<file path="src/rtl/half_adder_pkg.sv">
// Shared definitions for the half_adder lane vector.
// Default parameter values and the per-lane result record.
package half_adder_pkg;

    localparam int unsigned DEF_WIDTH = 1;
    localparam int unsigned DEF_CNT_W = 16;

    // Result of one half-adder lane.
    typedef struct packed {
        logic sum;
        logic carry;
    } lane_res_t;

endpackage : half_adder_pkg

</file>
<file path="src/rtl/half_adder_cell.sv">
// Single-bit combinational half adder: sum = a ^ b, carry = a & b.
module half_adder_cell
    import half_adder_pkg::*;
(
    input  logic      a_i,
    input  logic      b_i,
    output lane_res_t res_o
);

    // Pure lane function; an X on either input stays confined to this lane.
    always_comb begin
        res_o.sum   = a_i ^ b_i;
        res_o.carry = a_i & b_i;
    end

endmodule : half_adder_cell

</file>
<file path="src/rtl/half_adder.sv">
// WIDTH independent half-adder lanes with a combinational result, a
// valid-qualified registered copy and an optional saturating carry-event
// counter. Define HALF_ADDER_CNT_EN to build the counter; otherwise
// carry_cnt is tied to zero. The port list is the same in both builds.
module half_adder
    import half_adder_pkg::*;
#(
    parameter int unsigned WIDTH = DEF_WIDTH,
    parameter int unsigned CNT_W = DEF_CNT_W
) (
    input  logic             clk,
    input  logic             rst,
    input  logic [WIDTH-1:0] a,
    input  logic [WIDTH-1:0] b,
    input  logic             in_valid,
    output logic [WIDTH-1:0] sum,
    output logic [WIDTH-1:0] carry,
    output logic [WIDTH-1:0] sum_q,
    output logic [WIDTH-1:0] carry_q,
    output logic             out_valid,
    output logic [CNT_W-1:0] carry_cnt
);

    lane_res_t lane_res [WIDTH];

    for (genvar i = 0; i < WIDTH; i++) begin : g_lane
        half_adder_cell u_cell (
            .a_i   (a[i]),
            .b_i   (b[i]),
            .res_o (lane_res[i])
        );
        assign sum[i]   = lane_res[i].sum;
        assign carry[i] = lane_res[i].carry;
    end

    logic [WIDTH-1:0] sum_r_q, sum_r_d;
    logic [WIDTH-1:0] carry_r_q, carry_r_d;
    logic             valid_q, valid_d;

    // Capture the lane results on valid input, otherwise hold; valid is a one-cycle pulse.
    always_comb begin
        sum_r_d   = sum_r_q;
        carry_r_d = carry_r_q;
        valid_d   = 1'b0;
        if (in_valid) begin
            sum_r_d   = sum;
            carry_r_d = carry;
            valid_d   = 1'b1;
        end
    end

    // Output register and valid flop; reset wins over in_valid.
    always_ff @(posedge clk) begin
        if (rst) begin
            sum_r_q   <= '0;
            carry_r_q <= '0;
            valid_q   <= 1'b0;
        end else begin
            sum_r_q   <= sum_r_d;
            carry_r_q <= carry_r_d;
            valid_q   <= valid_d;
        end
    end

    assign sum_q     = sum_r_q;
    assign carry_q   = carry_r_q;
    assign out_valid = valid_q;

`ifdef HALF_ADDER_CNT_EN
    logic [CNT_W-1:0] cnt_q, cnt_d;

    // Count valid cycles in which any lane carries; stop at all-ones instead of wrapping.
    always_comb begin
        cnt_d = cnt_q;
        if (in_valid && (|carry) && (cnt_q != '1)) begin
            cnt_d = cnt_q + 1'b1;
        end
    end

    // Counter register, cleared only by reset.
    always_ff @(posedge clk) begin
        if (rst) begin
            cnt_q <= '0;
        end else begin
            cnt_q <= cnt_d;
        end
    end

    assign carry_cnt = cnt_q;
`else
    assign carry_cnt = '0;
`endif

endmodule : half_adder

</file>
<file path="config.mk">
export PLATFORM = sky130hd
export DESIGN_NAME = half_adder
export DESIGN_NICKNAME = d
export VERILOG_FILES = /design/src/rtl/half_adder_pkg.sv /design/src/rtl/half_adder_cell.sv /design/src/rtl/half_adder.sv
export SDC_FILE = /design/constraint.sdc
export NUM_CORES = 1
export LEC_CHECK = 0
export CAP_MARGIN = 20
export CORE_AREA = 10 10 47 49
export CTS_CLUSTER_SIZE = 40
export DETAILED_ROUTE_END_ITERATION = 12
export DIE_AREA = 0 0 57 59
export PLACE_DENSITY_LB_ADDON = 0.3
export SLEW_MARGIN = 10
export SYNTH_ARGS = -nofsm -noshare
export SYNTH_HDL_FRONTEND = slang
export SYNTH_SLANG_ARGS = --single-unit
</file>
<file path="constraint.sdc">
create_clock -name clk -period 1.4 [get_ports clk]
set_clock_uncertainty 0.15 [all_clocks]
set_input_delay 0.14 -clock clk [delete_from_list [all_inputs] [get_ports clk]]
set_output_delay 0.14 -clock clk [all_outputs]
set_load 0.005 [all_outputs]
</file>
---- Yosys cells after proc, flatten, opt, wreduce, memory -nomap -nowiden ----
Index checks and enable logic that the tools add are counted.
Widths: inputs -> output; s select.
word-level totals
  bits of input ports ..................... 5
  word-level logic and storage cells ...... 6
  register bits after elaboration ......... 3
  output and inout bits ................... 21
operators by class
  mux-type cells .......................... 1
  bitwise operators ....................... 2
operator list
  operator     number
  $and 1x1->1  1
  $mux 1       1
  $xor 1x1->1  1

---- Longest topological paths before layout ----
  depth in word-level cells ............... 1
  gate-level depth with buffers ........... 3
  gate-level depth less buffers ........... 3

---- Hierarchy ----
From an unflattened synthesis, not the netlist that was laid out.
unflattened totals
  cells, all modules ...................... 26
  area total of the unflattened synthesis .. 230.2 um2
by module, submodules not included
  module           sequential area each (um2)  cells each  area an instance (um2)  times used
  half_adder       60.1                        25          217.7                   1
  half_adder_cell  0.0                         1           12.5                    1

---- Worst setup path before layout ----
No wires, ideal clock.
  path type ............................... input to register
  start ................................... in a
  end ..................................... reg sum_r_q, in the netlist sum_q
  arrival time ............................ 0.609 ns
  data required time ...................... 1.136 ns
  library setup time ...................... 0.114 ns
  buffers on the path ..................... 0
  path slack .............................. 0.527 ns
  stages on the path ...................... 3
  cells stage by stage .................... ha_1 mux2i_1 nor2_1
between the ends
  word-level cells in the longest chain between the ends .. 1
RTL lines
  item                  line                   text
  from (decl)           half_adder.sv:13       input logic [WIDTH-1:0] a,
  $xor 1x1->1           half_adder_cell.sv:12  res_o.sum = a_i ^ b_i;
  to (signal assigned)  half_adder.sv:59       sum_r_q <= sum_r_d;
  to (decl)             half_adder.sv:36       logic [WIDTH-1:0] sum_r_q, sum_r_d;
Every way passes these cells.
A chain may end at the register's enable or synchronous reset.

---- Worst setup path in the final report ----
  start ................................... reg sum_r_q, in the netlist sum_q
  end ..................................... out sum_q
RTL lines
  item       line              text
  to (decl)  half_adder.sv:18  output logic [WIDTH-1:0] sum_q,
No word-level cell between the ends.

==> impl_metrics.tcl <==
set metrics [dict create \
    clock_pin_slew_on_the_worst_setup_and_hold_paths_ps 40 \
    initial_util_pct 16.4 \
    post-route-drc-count 0 \
    synth_xor_xnor_area_share_pct 0 \
    worst_r2r_path_depth 2 \
    timing.rr.end "sum_q" \
    crit_path_max_fanout 2 \
    cts.sinks 3 \
    cpMaxStageDelayCell "sky130_fd_sc_hd__clkdlybuf4s50_1" \
    most-common-layout-cells "16 x sky130_fd_sc_hd__conb_1, 7 x sky130_fd_sc_hd__clkdlybuf4s50_1, 3 x sky130_fd_sc_hd__dfxtp_1, 3 x sky130_fd_sc_hd__clkbuf_4" \
    final_util_pct 22.2 \
    chipWidth_um 57 \
    clkLatencyLatePin_ps 240 \
    finalNetCount 47 \
    critPathArrivalTime_ps 1080 \
    synth_top_family_by_area "buffers and inverters" \
    synth_top_area_cell "sky130_fd_sc_hd__buf_4" \
    finalWirelength_um 595 \
    area.growth.synth_to_final_pct 35.3 \
    first_global_vias 181 \
    crit_buf_inv 1 \
    startpoint "sum_q" \
    synthDistinctLibCells 7 \
    path_delay_family "buffers and inverters" \
    cellLeakagePower_uw 0.000164 \
    dpl_worst_slack_ps -249 \
    fp.dieH_um 59 \
    n_fill_cell 174 \
    top_post_synthesis_cells_by_area "sky130_fd_sc_hd__buf_4 52%, sky130_fd_sc_hd__dfxtp_1 26%, sky130_fd_sc_hd__mux2i_1 8.7%" \
    number_of_antenna_violations_at_the_first_check_in_global_routing 0 \
    final_setup_viols 0 \
    setup_repair_after_global_routing_missed_its_margin "no" \
    hold_ws_ps 339 \
    synth_adder_area_share_pct 5.43 \
    muxShareOfSynthArea_pct 8.70 \
    drt.antenna.violating_nets 0 \
    grt_remaining_overflow 0 \
    post-route-period-util_pct 97.5 \
    ir_worst_vdd_mv 0.339 \
    reg2reg_setup_slack_ps 660 \
    power_density_nw_per_um2 993 \
    cp-start-kind "register" \
    cts_tree "done" \
    crit_path_cells "clkdlybuf4s50_1" \
    synthesis.instances 26 \
    synth_seq_cells 3 \
    grt_pass1_wl_um 841 \
    floorplan.rows 14 \
    worst-path-stages 1 \
    maxSlewViolCount 0 \
    floorplan.die_area_um2 3360 \
    grt_max_degree 4 \
    port_buffers 9 \
    multi_input_area_um2 106 \
    drt-pass1-iter-count 2 \
    worstPathRequired_ps 1110 \
    cts.root.buffer_cell "sky130_fd_sc_hd__clkbuf_4" \
    fin_crit_period_ps 1370 \
    detailed_place_hpwl_um 482 \
    maxCapViolations 0 \
    final_common_cell "sky130_fd_sc_hd__conb_1" \
    synthSimpleGateAreaFrac_pct 5.98 \
    core-area_um2 1400 \
    detailroute.via_count 162 \
    routedWlPerCell_um 10.6 \
    fraction_of_final_layout_cells_sized_beyond_drive_strength_1_pct 15.0 \
    synthesis.area_um2 230 \
    gp_congestion 0.592 \
    placement.cell_area_um2 284 \
    cts-buffers-inserted 3 \
    timing.critical_path.to "sum_q" \
    antenna-diode-count 0 \
    crit_path_max_incr_delay_ps 510 \
    criticalPathCategory "reg2out" \
    htreeDepth 1 \
    final-hold-violation-count 0 \
    synth_sequential_area_ratio_pct 26.1 \
    r2r-start "sum_q" \
    worst_hold_path_type "in2reg" \
    crit_path_end_kind "output pin" \
    finalWorstSetupSlack_ps 34.5 \
    finalInstanceArea_um2 312 \
    gr-usage-all-layers_pct 3.73 \
    design.portCount 26 \
    synthesis.yosys.warnings 0 \
    synth_compound_gate_area_share_pct 0 \
    seqCellArea_um2 60.1 \
    outcome "completed" \
    post_synth.cell_area_avg_um2 8.85 \
    routed_via_density 2.89 \
    maxClockFrequency_mhz 732 \
    cts-root-to-sink-buffers 2 \
    yosys.area.top_type_share_pct 52.2 \
    first_iter_violations 1 \
]
==> cells in the mapped netlist, drive strengths merged <==
master / instances
conb: 1
nor2: 2
buf: 16
nor2b: 1
ha: 1
mux2i: 2
dfxtp: 3
==> state kept, by name, summed over array words and instances (netlist names) <==
register / cells
carry_q: 1
out_valid: 1
sum_q: 1
==> logic make-up after synthesis <==
group	after synthesis
multiplexers	2
other	1
adder cells (fa/ha/maj)	1
buffers and inverters	16
AND/OR/NAND/NOR	3
flip-flops	3
==> metrics by stage <==
step                power (uW)  TNS [ps]  std cells
CTS                        315     -22.2         55
floorplan                  147         0         41
global placement           150      -429         51
global route               338         0         56
finish                     309         0         56
detailed placement         150      -408         51
==> how the worst min path moves through the flow <==
stage / from / endpoint / slack, ps / depth (start not counted)
after floorplan: rst / out_valid / 60 / 1
after global placement: carry_q / carry_q / 330 / 2
after detailed placement: carry_q / carry_q / 340 / 2
after CTS: rst / carry_q / 330 / 2
after global routing: rst / carry_q / 350 / 2
final: rst / carry_q / 340 / 2
==> final cells by class <==
cell class                 count  share of cell area, %
timing repair buffer          11                   31.7
multi-input combinational     22                   34.1
clock buffer                   4                   8.43
tap                           16                   6.43
sequential                     3                   19.3
==> worst reg2reg max path, stage by stage, from the launching register on <==
cell,delay (ps)
sky130_fd_sc_hd__dfxtp_1,310
sky130_fd_sc_hd__mux2i_1,130
sky130_fd_sc_hd__nor2_1,50
==> power by group <==
| group | switching, uW | leakage [uW] | internal (uW) |
|---|---|---|---|
| logic | 26.0 | 0.000124 | 31.7 |
| clock network | 51.5 | 0.0000150 | 107 |
| registers | 2.02 | 0.0000248 | 90.8 |
| total | 79.6 | 0.000164 | 230 |
==> per-layer routing <==
metal	vias up	track usage (%)	share of wire [%]
met5	-	0	0
met2	15	3.26	40
met1	70	3.23	39
met3	0	6.22	20
li1	77	-	-
met4	0	3.02	0
==> timing repair <==
action	CTS	global route
setup endpoints to repair	2	1
hold buffers	0	0
setup buffers	0	1
resized for setup	2	2
pin swaps	0	1
(Power assumes the default switching activity.)
